==> config.mk <==
export PLATFORM = sky130hd
export DESIGN_NAME = axi_llc_split_unit_flat
export DESIGN_NICKNAME = d
export VERILOG_FILES = /design/src/rtl/axi_llc_split_unit_if.sv /design/src/rtl/axi_llc_split_unit.sv /design/src/flat_wrapper.sv
export SDC_FILE = /design/constraint.sdc
export NUM_CORES = 1
export LEC_CHECK = 0
export ABC_AREA = 1
export CELL_PAD_IN_SITES_DETAIL_PLACEMENT = 0
export CELL_PAD_IN_SITES_GLOBAL_PLACEMENT = 1
export CORE_ASPECT_RATIO = 2
export CORE_UTILIZATION = 42
export CTS_BUF_LIST = sky130_fd_sc_hd__clkbuf_4 sky130_fd_sc_hd__clkbuf_8
export DETAILED_ROUTE_END_ITERATION = 12
export DONT_BUFFER_PORTS = 1
export HOLD_SLACK_MARGIN = 0.12
export PLACE_DENSITY = 0.8
export SLEW_MARGIN = 30
export SYNTH_ARGS = -nofsm -noshare
export SYNTH_HDL_FRONTEND = slang
export SYNTH_SLANG_ARGS = --single-unit
==> constraint.sdc <==
create_clock -name clk_i -period 7.15 [get_ports clk_i]
set_input_delay 1.0725 -clock clk_i [delete_from_list [all_inputs] [get_ports clk_i]]
set_output_delay 1.0725 -clock clk_i [all_outputs]
set_load 0.05 [all_outputs]
==> src/rtl/axi_llc_split_unit_if.sv <==
// Descriptor types and the handshake bundle between the hit/miss detector,
// the split unit, and the bypass / miss pipelines downstream of it.
package axi_llc_split_unit_pkg;
  localparam int unsigned IdWidth   = 8;
  localparam int unsigned AddrWidth = 32;

  typedef struct packed {
    logic [AddrWidth-1:0] addr;
    logic [IdWidth-1:0]   a_x_id;
    logic                 rw;
    logic                 evict;
    logic                 refill;
    logic                 flush;
  } desc_t;

  typedef struct packed {
    logic [IdWidth-1:0] id;
    logic               rw;
    logic               valid;
  } cnt_t;
endpackage

interface axi_llc_split_unit_if;
  import axi_llc_split_unit_pkg::*;

  desc_t desc;
  logic  desc_valid;
  logic  desc_ready;
  desc_t bypass_desc;
  logic  bypass_valid;
  logic  bypass_ready;
  desc_t miss_desc;
  logic  miss_valid;
  logic  miss_ready;
  cnt_t  cnt_down;

  // split unit side
  modport slave (
    input  desc, desc_valid, bypass_ready, miss_ready, cnt_down,
    output desc_ready, bypass_desc, bypass_valid, miss_desc, miss_valid
  );

  // environment side: feeds descriptors, consumes both outputs
  modport master (
    output desc, desc_valid, bypass_ready, miss_ready, cnt_down,
    input  desc_ready, bypass_desc, bypass_valid, miss_desc, miss_valid
  );
endinterface

==> src/rtl/axi_llc_split_unit.sv <==
// Routes hits to the bypass path and everything else to the miss pipeline.
// Per-(rw, id-index) counters track misses still inside the miss pipeline so a
// hit never overtakes an older miss with the same id and direction.
module axi_llc_split_unit
  import axi_llc_split_unit_pkg::*;
#(
  parameter int unsigned IdxBits  = 4,
  parameter int unsigned CntWidth = 4
) (
  input  logic                clk_i,
  input  logic                rst_i,
  axi_llc_split_unit_if.slave bus,
  output logic                idle_o,
  output logic                cnt_err_o
);

  localparam int unsigned NumIdx = 2 ** IdxBits;

  logic [1:0][NumIdx-1:0][CntWidth-1:0] cnt_q, cnt_d;
  logic                byp_valid_q, miss_valid_q;
  desc_t               byp_desc_q, miss_desc_q;
  logic                err_q;

  logic [IdxBits-1:0]  in_idx, dn_idx;
  logic [CntWidth-1:0] in_cnt;
  logic                is_hit, to_bypass, in_at_max;
  logic                byp_can, miss_can;
  logic                acc_byp, acc_miss, same_cnt, dec_zero;
  logic                cnt_id_unused;

  assign in_idx        = bus.desc.a_x_id[IdxBits-1:0];
  assign dn_idx        = bus.cnt_down.id[IdxBits-1:0];
  assign cnt_id_unused = ^bus.cnt_down.id;
  assign in_cnt        = cnt_q[bus.desc.rw][in_idx];
  assign is_hit        = !(bus.desc.evict | bus.desc.refill | bus.desc.flush);
  // Registered count only: a same-cycle decrement releases the hit one cycle later.
  assign to_bypass     = is_hit && (in_cnt == '0);
  assign in_at_max     = &in_cnt;
  assign byp_can       = !byp_valid_q || bus.bypass_ready;
  assign miss_can      = !miss_valid_q || bus.miss_ready;

  assign bus.desc_ready = !rst_i && bus.desc_valid &&
                          (to_bypass ? byp_can : (miss_can && !in_at_max));
  assign acc_byp  = bus.desc_ready && to_bypass;
  assign acc_miss = bus.desc_ready && !to_bypass;
  assign same_cnt = (bus.cnt_down.rw == bus.desc.rw) && (dn_idx == in_idx);

  // Next counter values: increment on miss acceptance, decrement on cnt_down.
  always_comb begin
    cnt_d    = cnt_q;
    dec_zero = 1'b0;
    if (acc_miss) begin
      cnt_d[bus.desc.rw][in_idx] = in_cnt + CntWidth'(1);
    end
    if (bus.cnt_down.valid) begin
      if (acc_miss && same_cnt) begin
        cnt_d[bus.cnt_down.rw][dn_idx] = cnt_q[bus.cnt_down.rw][dn_idx];
      end else if (cnt_q[bus.cnt_down.rw][dn_idx] == '0) begin
        dec_zero = 1'b1;
      end else begin
        cnt_d[bus.cnt_down.rw][dn_idx] = cnt_q[bus.cnt_down.rw][dn_idx] - CntWidth'(1);
      end
    end
  end

  // Counter state and sticky underflow flag.
  always_ff @(posedge clk_i) begin
    if (rst_i) begin
      cnt_q <= '0;
      err_q <= 1'b0;
    end else begin
      cnt_q <= cnt_d;
      if (dec_zero) err_q <= 1'b1;
    end
  end

  // Bypass output register: load on acceptance, clear on handshake otherwise.
  always_ff @(posedge clk_i) begin
    if (rst_i) begin
      byp_valid_q <= 1'b0;
    end else if (byp_can) begin
      byp_valid_q <= acc_byp;
      if (acc_byp) byp_desc_q <= bus.desc;
    end
  end

  // Miss output register: same load/clear rule as the bypass register.
  always_ff @(posedge clk_i) begin
    if (rst_i) begin
      miss_valid_q <= 1'b0;
    end else if (miss_can) begin
      miss_valid_q <= acc_miss;
      if (acc_miss) miss_desc_q <= bus.desc;
    end
  end

  assign bus.bypass_valid = byp_valid_q;
  assign bus.bypass_desc  = byp_desc_q;
  assign bus.miss_valid   = miss_valid_q;
  assign bus.miss_desc    = miss_desc_q;
  assign cnt_err_o        = err_q;
  assign idle_o           = (cnt_q == '0) && !byp_valid_q && !miss_valid_q;

endmodule

==> src/flat_wrapper.sv <==
// flat-port wrapper written by rule: the top's interface ports become plain ports
module axi_llc_split_unit_flat import axi_llc_split_unit_pkg::*;
#(
  parameter int unsigned IdxBits  = 4,
  parameter int unsigned CntWidth = 4
)
  (clk_i, rst_i, idle_o, cnt_err_o, bus_desc, bus_desc_valid, bus_bypass_ready, bus_miss_ready, bus_cnt_down, bus_desc_ready, bus_bypass_desc, bus_bypass_valid, bus_miss_desc, bus_miss_valid);
  axi_llc_split_unit_if bus_i ();
  input  logic clk_i;
  input  logic rst_i;
  output logic idle_o;
  output logic cnt_err_o;
  input wire logic [$bits(bus_i.desc)-1:0] bus_desc;
  input wire logic [$bits(bus_i.desc_valid)-1:0] bus_desc_valid;
  input wire logic [$bits(bus_i.bypass_ready)-1:0] bus_bypass_ready;
  input wire logic [$bits(bus_i.miss_ready)-1:0] bus_miss_ready;
  input wire logic [$bits(bus_i.cnt_down)-1:0] bus_cnt_down;
  output wire logic [$bits(bus_i.desc_ready)-1:0] bus_desc_ready;
  output wire logic [$bits(bus_i.bypass_desc)-1:0] bus_bypass_desc;
  output wire logic [$bits(bus_i.bypass_valid)-1:0] bus_bypass_valid;
  output wire logic [$bits(bus_i.miss_desc)-1:0] bus_miss_desc;
  output wire logic [$bits(bus_i.miss_valid)-1:0] bus_miss_valid;
  assign bus_i.desc = bus_desc;
  assign bus_i.desc_valid = bus_desc_valid;
  assign bus_i.bypass_ready = bus_bypass_ready;
  assign bus_i.miss_ready = bus_miss_ready;
  assign bus_i.cnt_down = bus_cnt_down;
  assign bus_desc_ready = bus_i.desc_ready;
  assign bus_bypass_desc = bus_i.bypass_desc;
  assign bus_bypass_valid = bus_i.bypass_valid;
  assign bus_miss_desc = bus_i.miss_desc;
  assign bus_miss_valid = bus_i.miss_valid;
  axi_llc_split_unit #(.IdxBits(IdxBits), .CntWidth(CntWidth)) u_core (.clk_i(clk_i), .rst_i(rst_i), .bus(bus_i), .idle_o(idle_o), .cnt_err_o(cnt_err_o));
endmodule
* Yosys cells after proc, flatten, opt, wreduce, memory -nomap -nowiden
Index checks and enable logic that the tools add are counted.
Storage, ports and cells: word-level logic and storage cells 117, bits of input ports 59, register bits 219, output and inout port bits 93
Operators by class: bitwise logic cells 3, eq/ne operators 2, muxes and demuxes 27, add/sub/neg operators 2, order comparisons 8, reduce and logical (&&, ||, !) cells 28
Operators with widths (count):
- $mux W128 | 4
- $bwmux W128 | 3
- $mux W64 | 6
- $demux W64 S1 | 2
- $logic_not A128 Y1 | 1
- $bmux W4 S4 | 2
- $demux W4 S4 | 2
- $mux W4 | 4
- $logic_and A1 B1 Y1 | 14
- $lt A4 B5 Y1 const B | 2
- $ge A4 B1 Y1 const B | 2
- $logic_not A4 Y1 | 2
- $logic_not A1 Y1 | 6
- $reduce_and A3 Y1 | 2
- $add A4 B1 Y4 const B | 1
- $eq A4 B4 Y1 | 1
- $lt A1 B2 Y1 const B | 2
- $mux W1 | 4
- $reduce_and A4 Y1 | 1
- $sub A4 B1 Y4 const B | 1
- $ge A1 B1 Y1 const B | 2
- $logic_or A1 B1 Y1 | 2
- $or A1 B1 Y1 | 2
- $eq A1 B1 Y1 | 1
- $not A1 Y1 | 1

* Logic depth before layout (Yosys ltp)
Gate-level depths: netlist (run 1).
depth in word-level cells 15, mapped depth 24

* Worst setup path after synthesis (run 1)
Ideal clock, no wire load.
kind input to register, from input bus_desc[3], to register u_core.byp_desc_q (netlist bit u_core.bus.bypass_desc[0]) (enable), data required time 6.648 ns, data arrival time 6.348 ns, slack 0.300 ns, stages on the path 17, buffers on the path 5, setup time 0.502 ns, path through buf_2 -> buf_2 -> buf_2 -> nand2_1 -> o211ai_1 -> nand2_1 -> nor2_1 -> nor2_1 -> nor2_1 -> nand2_1 -> clkbuf_1 -> inv_1 -> ha_1 -> nor4b_1 -> nand3_2 -> clkbuf_1 -> nor3_1
On the way: longest elaborated chain between the ends 11
RTL lines:
- start: declaration | line flat_wrapper.sv:13 | input wire logic [$bits(bus_i.desc)-1:0] bus_desc;
- $mux W64 (implied by the code) * (2 in series) | line axi_llc_split_unit.sv:34 | assign in_cnt = cnt_q[bus.desc.rw][in_idx];
- $bmux W4 S4 * | line axi_llc_split_unit.sv:34
- $mux W4 (implied by the code) * | line axi_llc_split_unit.sv:34
- $reduce_and A4 Y1 | line axi_llc_split_unit.sv:38 | assign in_at_max = &in_cnt;
- $logic_not A1 Y1 | line axi_llc_split_unit.sv:43 | (to_bypass ? byp_can : (miss_can && !in_at_max));
- $logic_and A1 B1 Y1 | line axi_llc_split_unit.sv:43
- $mux W1 | line axi_llc_split_unit.sv:43
- $logic_and A1 B1 Y1 | line axi_llc_split_unit.sv:42 | assign bus.desc_ready = !rst_i && bus.desc_valid &&
- $logic_and A1 B1 Y1 * | line axi_llc_split_unit.sv:44 | assign acc_byp = bus.desc_ready && to_bypass;
- $reduce_and A3 Y1 (no line) *
- end signal: assignment | line axi_llc_split_unit.sv:83 | if (acc_byp) byp_desc_q <= bus.desc;
- end: declaration | line axi_llc_split_unit.sv:21 | desc_t byp_desc_q, miss_desc_q;
Every way passes the cells marked *; elsewhere a longest branch is shown, timed or not. The select of a mux whose other input is x is not followed. A chain may end at the register's enable or synchronous reset.

* Worst setup path in the final report (run 1)
from input bus_desc[4], to output bus_desc_ready
On the way: longest elaborated chain between the ends 7
RTL lines:
- $bmux W4 S4 * | line axi_llc_split_unit.sv:34
- $mux W4 (implied by the code) * | line axi_llc_split_unit.sv:34
- $reduce_and A4 Y1 | line axi_llc_split_unit.sv:38
- $logic_not A1 Y1 | line axi_llc_split_unit.sv:43
- $logic_and A1 B1 Y1 | line axi_llc_split_unit.sv:43
- $mux W1 * | line axi_llc_split_unit.sv:43
- $logic_and A1 B1 Y1 * | line axi_llc_split_unit.sv:42
- end: declaration | line flat_wrapper.sv:18 | output wire logic [$bits(bus_i.desc_ready)-1:0] bus_desc_ready;
Marks and branches as above.

==> results of run 1 <==
cells in the mapped netlist (7+ instances only):
cell type,n,share of area
nor3_1,55,0.016
inv_1,344,0.076
nor2_1,340,0.075
buf_2,78,0.023
nand3_1,398,0.12
nand4_1,41,0.015
edfxtp_1,88,0.16
nor2_2,7,0.0026
dfxtp_1,131,0.15
o21ai_0,176,0.052
o211ai_1,50,0.022
clkbuf_1,60,0.013
nor4_1,34,0.013
inv_2,32,0.0071
o21ai_1,36,0.011
buf_1,22,0.0049
a21oi_1,76,0.022
buf_4,12,0.0053
nand2_1,886,0.20
worst register-to-register path, stage by stage (launching register included):
cell,delay [ns]
dfxtp_1,0.42
inv_1,0.10
nand2_1,0.05
o211ai_1,0.08
nand2_1,0.07
nor2_1,0.09
nor2_1,0.07
nor2_1,0.20
nand2_1,0.10
inv_1,0.20
ha_1,0.28
nor4b_1,0.82
nand3_2,0.15
buf_4,0.32
nand4_4,0.65
buf_4,0.61
nand3_1,0.21
nand2_1,0.11
nand2_1,0.05
a21oi_1,0.13
layout make-up:
cell class | instances | share of cell area
multi-input cells | 2127 | 0.534
flip-flops and latches | 219 | 0.295
inverters | 379 | 0.0799
well taps | 525 | 0.0368
clock buffers | 46 | 0.0327
repair buffers | 37 | 0.0165
clock inverters | 9 | 0.00477
diodes | 1 | 0.000140
state kept, by name (all words and copies together), names as in the netlist:
signal / flops
u_core.bus.bypass_desc: 44
u_core.bus.bypass_valid: 1
u_core.bus.miss_desc: 44
u_core.bus.miss_valid: 1
u_core.cnt_err_o: 1
u_core.cnt_q: 128
power breakdown:
group	total [mW]	switching [mW]	internal, mW
registers	1.43	0.0896	1.34
clock network	1.12	0.557	0.567
logic	0.790	0.621	0.169
metal layers:
layer / vias to the layer above / global-route usage
met5: - / 0
met2: 992 / 0.608
met3: 363 / 0.0519
li1: 9135 / -
met1: 8783 / 0.370
met4: 0 / 0.318
final timing paths:
kind                                        start  slack [ns]  cells past startpoint                to
worst max-delay path                  bus_desc[4]        1.18                     17    bus_desc_ready
worst min-delay path                        rst_i        0.57                      1   u_core.cnt_q[6]
worst max register to register  u_core.cnt_q[100]        2.37                     19  u_core.cnt_q[54]
worst min register to register   u_core.cnt_q[74]        0.60                      4  u_core.cnt_q[74]
stage by stage:
step	hold WS (ns)	setup slack [ns]	power, mW	util
2_1_floorplan	0.548	0.300	1.92	-
3_3_place_gp	0.567	1.25	2.21	0.432
3_5_place_dp	0.583	1.23	2.22	0.432
4_1_cts	0.538	1.22	3.33	0.449
5_1_grt	0.553	1.13	3.45	0.449
6_report	0.570	1.18	3.34	0.449
cells by family (layout without fill, tap and decap cells):
family / after synthesis / after routing / synth area share
AND/OR/NAND/NOR: 1775 / 1775 / 0.444
buffers and inverters: 553 / 471 / 0.132
AO/OA/AOI/OAI: 345 / 345 / 0.110
flip-flops: 219 / 219 / 0.310
XOR/XNOR: 4 / 4 / 0.00207
adder cells (fa/ha/maj): 3 / 3 / 0.00221
other: 0 / 1 / 0
==> impl_metrics.csv, run 1 <==
group,metric,value,unit
clock_network,clock_latency,0.59,ns
clock_network,cts_sinks,219,
run,cap_violations,0,
placed_design,placed_cell_area,0.0172,mm²
power_and_ir_drop,vdd_drop_max,112,µV
detailed_routing,drt_iter0_markers,1636,
critical_path,critPathMaxStageDelay,0.82,ns
yosys,syn-num-nets,2961,
clock_network,cts_max_path_buffers,3,
yosys,synth_warnings,0,
final_layout,multiInputGateArea,0.00951,mm²
final_layout,design_area,0.0178,mm²
clock_network,cts-resized-gates,0,
critical_path,critPathCaptureType,"output pin",
detailed_routing,wl_per_cell,21.8,µm
detailed_routing,wl_met2,35400,µm
placed_design,dp_hpwl,47300,µm
yosys,synth-edff-count,88,
die,die_w,144,µm
status,outcome,"finished clean",
die,die_y,286,µm
die,io_pins,152,
global_routing,grt_max_degree,162,
clock_network,cts_tree,"yes",
sta,worst_pin_slew,1.01,ns
global_routing,antenna_found_initial,1,
sta,slew_violations,0,
critical_path,worst-path-buf-inv,5,
final_layout,drive_gt1_frac,0.0522,
clock_network,cts_hold_buf,0,
detailed_routing,drt-met1-wl,25300,µm
yosys,ys_seq_area_frac,0.310,
clock_network,ctsRootBufferMaster,"clkbuf_8",
detailed_routing,via_per_inst,5.77,
worst_hold_path,hp-class,"in -> reg",
global_routing,grt_use_total,0.355,
die,rows,103,
sta,hold_violations,0,
critical_path,worstPathArrival,4.90,ns
die,die-area,0.0412,mm²
critical_path,cp_max_fo,22,
die,core-area,0.0397,mm²
yosys,netlist_area,0.0170,mm²
critical_path,critPathKind,"in -> out",
final_layout,stdcell_count,3343,
sta,max_freq,0.167,GHz
final_layout,regArea,0.00527,mm²
detailed_routing,first_pass_iters,6,
yosys,ys.flop_type,"dfxtp_1",
power_and_ir_drop,powerDensity,188,mW/mm²
global_routing,grt_pass1_vias,18302,
detailed_routing,wl_met3,4960,µm
power_and_ir_drop,p_leak,8.24,nW
detailed_routing,drc,0,
final_layout,final_cell_mix,"nand2_1, nand3_1, inv_1",
critical_path,start_kind,"input pin",
final_layout,mostFrequentLayoutCell,"nand2_1",
critical_path,cp_top_family,"simple AND/OR/NAND/NOR gates",
sta,skew,0.0218,ns
clock_network,clkSlewWorstSetupHoldPaths,0.07,ns
final_layout,syn_to_final_growth,5.09,%
sta,slew_headroom,0.325,
sta,period_minus_slack,5.97,ns
detailed_routing,postRouteWirelength,72900,µm
critical_path,cp_slowest_cell,"nor4b_1",
die,start_util,0.427,
critical_path,crit_chain,"nand2_4 > inv_2 > o211ai_1 > nand2_1 > nor2_1 > nor2_1 > nor2_1 > nand2_1 > inv_1 > ha_1 > nor4b_1 > nand3_2 > buf_4 > inv_1 > a21oi_1 > a2111oi_2 > buf_4",
clock_network,post_cts_buffers,0,
yosys,async_reset_ff_frac,0,
critical_path,crit_top_cell,"nor2_1",
global_routing,grt_overflow,0,
yosys,avgSynthCellArea,5.85,µm²
placed_design,place_inst,3287,
clock_network,cts_made_buffers,34,
placed_design,io_buffers,0,
sta,rsz0062_at_grt,"false",
detailed_routing,top_layer,"met4",
clock_network,cts_max_level,2,
detailed_routing,via_count,19273,
sta,fin_crit_sh,0.835,
final_layout,nNetsFinal,2860,
yosys,synth.distinct_cells,37,
sta,setup_violations,0,
global_routing,grt_pass1_wl,108000,µm
placed_design,place_congestion,0.975,
sta,finalSetupTns,0,ns
final_layout,n_fill_cell,4352,
yosys,syn_inst,2899,
critical_path,cp.required,6.08,ns
yosys,synth-seq-cells,219,
detailed_routing,ant_nets,0,
(Power assumes the default switching activity.)
==> inputs of run 2 (changes only) <==
==> constraint.sdc (replaced) <==
create_clock -name clk_i -period 5.05 [get_ports clk_i]
set_input_delay 0.7575 -clock clk_i [delete_from_list [all_inputs] [get_ports clk_i]]
set_output_delay 0.7575 -clock clk_i [all_outputs]
set_load 0.05 [all_outputs]
==> run 2 against run 1 <==
  * Setup slack worse by 0.66 ns
  * Largest power group unchanged
  * Power rose by 50%
  * Die area stayed put
  * Final area increased by 2.0%
  * Sequential power increased by 41%
  * Global-route usage shrank 1.5 points
  * Final cell count up 0.69%
  * Clock skew rose by 0.023 ns
  * First-iteration DRC count up 9.8%
  * Highest routed layer unchanged
  * Largest cell class unchanged
  * Sequential share of layout area shrank 0.57 points
  * Clock power grew 64%
==> impl_metrics.csv, run 2 (synthesized netlist as in run 1, its figures left out) <==
group,metric,value,unit
global_routing,grt_max_degree,162,
global_routing,grt_overflow,0,
global_routing,grt_pass1_wl,104000,µm
critical_path,cp.required,4.29,ns
die,rows,103,
placed_design,placed_cell_area,0.0174,mm²
final_layout,syn_to_final_growth,7.15,%
final_layout,design_area,0.0182,mm²
critical_path,cp_max_fo,17,
clock_network,cts_tree,"yes",
global_routing,grt_util_met1,0.352,
global_routing,busiest_layer,"met2",
sta,slew_headroom,0.258,
critical_path,crit_top_cell,"nor2_1",
final_layout,drive_gt1_frac,0.0595,
detailed_routing,drc,0,
clock_network,ctsRootBufferMaster,"clkbuf_8",
die,start_util,0.427,
critical_path,cp_slowest_cell,"nor2_4",
detailed_routing,drt_iter0_markers,1796,
run,cap_violations,0,
power_and_ir_drop,seqPwrFrac,0.404,
sta,holdWs,0.251,ns
status,outcome,"finished clean",
placed_design,dp_hpwl,46100,µm
die,die-area,0.0412,mm²
die,die_w,144,µm
power_and_ir_drop,vdd_drop_max,146,µV
critical_path,reg2reg_slack,1.28,ns
final_layout,mostFrequentLayoutCell,"nand2_1",
worst_hold_path,worstHoldStart,"bus_desc[4]",
sta,finalSetupTns,0,ns
worst_hold_path,holdPathStages,0,
clock_network,cts_max_path_buffers,3,
critical_path,regToRegEndpoint,"u_core.bus.bypass_desc[17]",
detailed_routing,first_pass_iters,8,
clock_network,clkSlewWorstSetupHoldPaths,0.08,ns
sta,setup_violations,0,
detailed_routing,via_count,19299,
detailed_routing,via_per_inst,5.73,
final_layout,max_flop_register,"u_core.cnt_q",
critical_path,worst-path-buf-inv,4,
final_layout,nNetsFinal,2876,
clock_network,cts_made_buffers,34,
power_and_ir_drop,pwr-share-clk,0.367,
global_routing,antenna_found_initial,1,
clock_network,cts_hold_buf,0,
clock_network,cts_max_level,2,
critical_path,cp_top_family,"simple AND/OR/NAND/NOR gates",
clock_network,cts-resized-gates,0,
sta,slew_violations,0,
power_and_ir_drop,p_switching,1.81,mW
power_and_ir_drop,p_leak,8.41,nW
sta,period_minus_slack,4.54,ns
critical_path,crit_chain,"inv_2 > nor2_4 > o21ai_0 > o21ai_1 > nor2_1 > nor2_1 > nor2_1 > nand2_1 > inv_1 > ha_1 > nor4b_1 > nand3_2 > inv_1 > a2111oi_2 > buf_4",
worst_hold_path,hp-class,"in -> reg",
die,core-area,0.0397,mm²
detailed_routing,postRouteWirelength,70100,µm
clock_network,post_cts_buffers,0,
detailed_routing,ant_nets,0,
final_layout,largest_reg_flops,128,
global_routing,met2_usage,0.583,
final_layout,n_fill_cell,4320,
clock_network,cts_sinks,219,
sta,skew,0.0446,ns
critical_path,critPathCaptureType,"output pin",
sta,fin_crit_sh,0.899,
sta,max_freq,0.220,GHz
power_and_ir_drop,p_int,3.20,mW
final_layout,final_cell_mix,"nand2_1, nand3_1, inv_1",
power_and_ir_drop,p_comb_frac,0.229,
critical_path,r2r_cells,17,
global_routing,use_met3,0.0491,
die,die_y,286,µm
global_routing,grt_pass1_vias,18007,
final_layout,post-route-util,0.458,
critical_path,critPathMaxStageDelay,0.52,ns
power_and_ir_drop,power,5.01,mW
critical_path,start_kind,"input pin",
placed_design,place_congestion,0.953,
detailed_routing,wl_per_cell,20.8,µm
sta,worst_pin_slew,1.11,ns
sta,hold_violations,0,
critical_path,timing.rr.start,"u_core.cnt_q[100]",
critical_path,worstPathArrival,3.78,ns
clock_network,clock_latency,0.60,ns
power_and_ir_drop,sw_frac_of_total,0.362,
power_and_ir_drop,powerDensity,276,mW/mm²
critical_path,critPathKind,"in -> out",
worst_hold_path,hold_path_end,"u_core.bus.miss_desc[4]",
sta,rsz0062_at_grt,"false",
die,io_pins,152,
placed_design,io_buffers,0,
global_routing,grt_use_total,0.340,
## run 2: cell types whose count changed in the layout (fill, tap and decap cells not counted), moves of 2 or more
cell        before  now
clkbuf_4         8    6
buf_4           35   47
clkinv_4         2    4
inv_6            0    2
bufinv_16        1    5
buf_12           1    6
clkinv_2         3    6
clkinvlp_4       3    1
## run 2: layout make-up
type | instances | area (µm²) | area share
antenna | 1 | 2.50 | 0.000138
tap | 525 | 657 | 0.0361
sequential | 219 | 5270 | 0.290
inverter | 379 | 1430 | 0.0785
clock inverter | 17 | 235 | 0.0129
timing repair buffer | 53 | 473 | 0.0260
clock buffer | 45 | 582 | 0.0320
multi-input combinational | 2127 | 9530 | 0.525
## run 2: worst max path at each step
| stage | start | endpoint | slack (ns) | cells past startpoint |
|---|---|---|---|---|
| global placement | bus_desc[5] | bus_desc_ready | 0.66 | 15 |
| floorplan | bus_desc[3] | bus_desc_ready | 0.43 | 18 |
| detailed placement | bus_desc[5] | u_core.cnt_q[43] | 0.60 | 20 |
| finish | bus_desc[5] | bus_desc_ready | 0.51 | 15 |
| CTS | bus_desc[5] | bus_desc_ready | 0.62 | 15 |
| global route | bus_desc[5] | bus_desc_ready | 0.45 | 15 |
## run 2: power groups by stage
stage,Sequential (mW),Combinational (mW),Clock (mW)
floorplan,2.04,0.679,0
global placement,2.06,1.09,0
detailed placement,2.06,1.10,0
CTS,2.02,1.10,1.86
global route,2.03,1.19,1.94
finish,2.02,1.15,1.84
## run 2: stage by stage
stage | setup slack [ns] | std cells
finish | 0.512 | 3366
global route | 0.451 | 3366
CTS | 0.623 | 3365
detailed placement | 0.604 | 3303
global placement | 0.659 | 3303
floorplan | 0.430 | 2899
## run 2: layer usage
| metal | wire [µm] | up-vias |
|---|---|---|
| met3 | 4870 | 382 |
| li1 | - | 9159 |
| met1 | 24100 | 8728 |
| met4 | 7260 | 0 |
| met2 | 33900 | 1030 |
| met5 | 0 | - |
==> inputs of run 3 (changes only) <==
--- a/config.mk
+++ b/config.mk
@@ -9,12 +9,12 @@
 export CELL_PAD_IN_SITES_DETAIL_PLACEMENT = 0
 export CELL_PAD_IN_SITES_GLOBAL_PLACEMENT = 1
 export CORE_ASPECT_RATIO = 2
-export CORE_UTILIZATION = 42
+export CORE_UTILIZATION = 30
 export CTS_BUF_LIST = sky130_fd_sc_hd__clkbuf_4 sky130_fd_sc_hd__clkbuf_8
 export DETAILED_ROUTE_END_ITERATION = 12
 export DONT_BUFFER_PORTS = 1
 export HOLD_SLACK_MARGIN = 0.12
-export PLACE_DENSITY = 0.8
+export PLACE_DENSITY = 0.6
 export SLEW_MARGIN = 30
 export SYNTH_ARGS = -nofsm -noshare
 export SYNTH_HDL_FRONTEND = slang
==> run 3 against run 2 <==
  * Utilization fell by 12 points
  * Sequential cell count unchanged
  * Final cell count rose by 7.4%
  * Clock power shrank 5%
  * Register-to-register slack worse by 0.33 ns
  * Global-route usage is 5.8 points lower
  * Via count rose by 0.33%
  * First-iteration DRC count fell by 20%
  * Non-clock buffer count is 22 higher
  * Highest routed layer unchanged
  * Largest cell class unchanged
  * Clock skew fell by 0.022 ns
==> impl_metrics.csv, run 3 (synthesized netlist as in run 1, its figures left out) <==
group,metric,value,unit
placed_design,io_buffers,0,
critical_path,cp.required,4.29,ns
sta,slew_violations,0,
sta,period_minus_slack,4.55,ns
placed_design,dp_hpwl,55000,µm
critical_path,crit_start,"bus_desc[4]",
sta,worst_pin_slew,0.957,ns
die,rows,123,
worst_hold_path,hp-class,"in -> reg",
final_layout,design_area,0.0187,mm²
clock_network,clkSlewWorstSetupHoldPaths,0.08,ns
sta,finalSetupTns,0,ns
power_and_ir_drop,powerDensity,267,mW/mm²
placed_design,post-place-ws,0.283,ns
critical_path,start_kind,"input pin",
sta,fin_ws,0.504,ns
sta,holdWs,0.241,ns
placed_design,placed_cell_area,0.0179,mm²
worst_hold_path,worstHoldStart,"rst_i",
critical_path,critPathKind,"in -> out",
critical_path,critPathCaptureType,"output pin",
clock_network,cts_made_buffers,36,
sta,setup_violations,0,
detailed_routing,wl_per_cell,22.5,µm
worst_hold_path,holdPathStages,1,
final_layout,largest_reg_flops,128,
sta,max_freq,0.220,GHz
final_layout,n_fill_cell,6346,
final_layout,mostFrequentLayoutCell,"nand2_1",
final_layout,final_cell_mix,"nand2_1, nand3_1, inv_1",
sta,slew_headroom,0.359,
global_routing,grt_max_degree,162,
clock_network,cts_hold_buf,0,
sta,fin_crit_sh,0.900,
die,die-area,0.0576,mm²
final_layout,stdcell_count,3616,
clock_network,ctsRootBufferMaster,"clkbuf_8",
power_and_ir_drop,vdd_drop_max,117,µV
clock_network,clock_latency,0.60,ns
status,outcome,"finished clean",
clock_network,cts_max_path_buffers,3,
sta,hold_violations,0,
detailed_routing,first_pass_iters,6,
sta,skew,0.0221,ns
global_routing,grt_pass1_wl,119000,µm
die,start_util,0.303,
detailed_routing,via_count,19362,
die,core-area,0.0560,mm²
detailed_routing,drc,0,
final_layout,syn_to_final_growth,10.2,%
final_layout,drive_gt1_frac,0.0684,
clock_network,cts_tree,"yes",
global_routing,grt_pass1_vias,18771,
die,die_w,170,µm
die,die_y,338,µm
detailed_routing,ant_nets,0,
detailed_routing,postRouteWirelength,81200,µm
placed_design,place_congestion,0.948,
global_routing,grt_overflow,0,
clock_network,post_cts_buffers,0,
critical_path,r2r_cells,18,
clock_network,cts_sinks,219,
clock_network,cts_max_level,2,
final_layout,max_flop_register,"u_core.cnt_q",
detailed_routing,drt_iter0_markers,1430,
global_routing,grt_use_total,0.282,
sta,rsz0062_at_grt,"false",
clock_network,cts-resized-gates,0,
run,cap_violations,0,
final_layout,nNetsFinal,2900,
critical_path,worstPathArrival,3.79,ns
critical_path,timing.rr.start,"u_core.cnt_q[72]",
critical_path,cp_max_fo,11,
placed_design,place_inst,3550,
power_and_ir_drop,p_leak,8.54,nW
global_routing,antenna_found_initial,1,
detailed_routing,via_per_inst,5.35,
die,io_pins,152,
run 3: worst max-delay path, cell delays in order:
cell,delay (ns)
nand2_4,0.18
inv_2,0.20
o211ai_1,0.13
nand2_1,0.07
nor2_1,0.08
nor2_1,0.06
nor2_1,0.27
nand2_1,0.11
inv_1,0.22
ha_1,0.32
nor4b_1,0.33
buf_4,0.19
nand3_2,0.10
inv_1,0.13
a21oi_1,0.07
a2111oi_4,0.23
buf_4,0.20
buf_12,0.13
run 3: where the power goes:
group          internal (mW)  leakage (nW)  total [mW]  switching (mW)
Sequential              1.90          1.87        2.03           0.129
Clock                  0.900         0.401        1.74           0.843
Combinational          0.296          6.27        1.23           0.937
Total                   3.09          8.54        5.00            1.91
run 3: final cells by class:
| type | instances | area [µm²] | area share |
|---|---|---|---|
| clock inverters | 14 | 131 | 0.00703 |
| well taps | 750 | 938 | 0.0502 |
| inverters | 379 | 1430 | 0.0763 |
| diodes | 1 | 2.50 | 0.000134 |
| clock buffers | 51 | 646 | 0.0345 |
| repair buffers | 75 | 751 | 0.0401 |
| flip-flops and latches | 219 | 5270 | 0.282 |
| multi-input cells | 2127 | 9540 | 0.510 |
run 3: worst paths after layout:
| check | end | slack [ns] |
|---|---|---|
| worst max-delay path | bus_desc_ready | 0.50 |
| worst min-delay path | u_core.cnt_q[62] | 0.24 |
| worst max register to register | u_core.bus.miss_desc[32] | 0.95 |
| worst min register to register | u_core.cnt_q[125] | 0.60 |
run 3: metrics by stage:
| stage | utilization | power [mW] |
|---|---|---|
| after floorplan | - | 2.72 |
| after global placement | 0.320 | 3.28 |
| after detailed placement | 0.320 | 3.28 |
| after CTS | 0.334 | 5.04 |
| after global routing | 0.334 | 5.17 |
| final | 0.334 | 5.00 |
run 3: layer usage:
| metal | vias to the layer above | global-route usage | share of wire |
|---|---|---|---|
| met5 | - | 0 | 0 |
| met4 | 0 | 0.215 | 0.084 |
| met3 | 304 | 0.0399 | 0.059 |
| met2 | 856 | 0.520 | 0.52 |
| met1 | 8982 | 0.279 | 0.34 |
| li1 | 9220 | - | - |
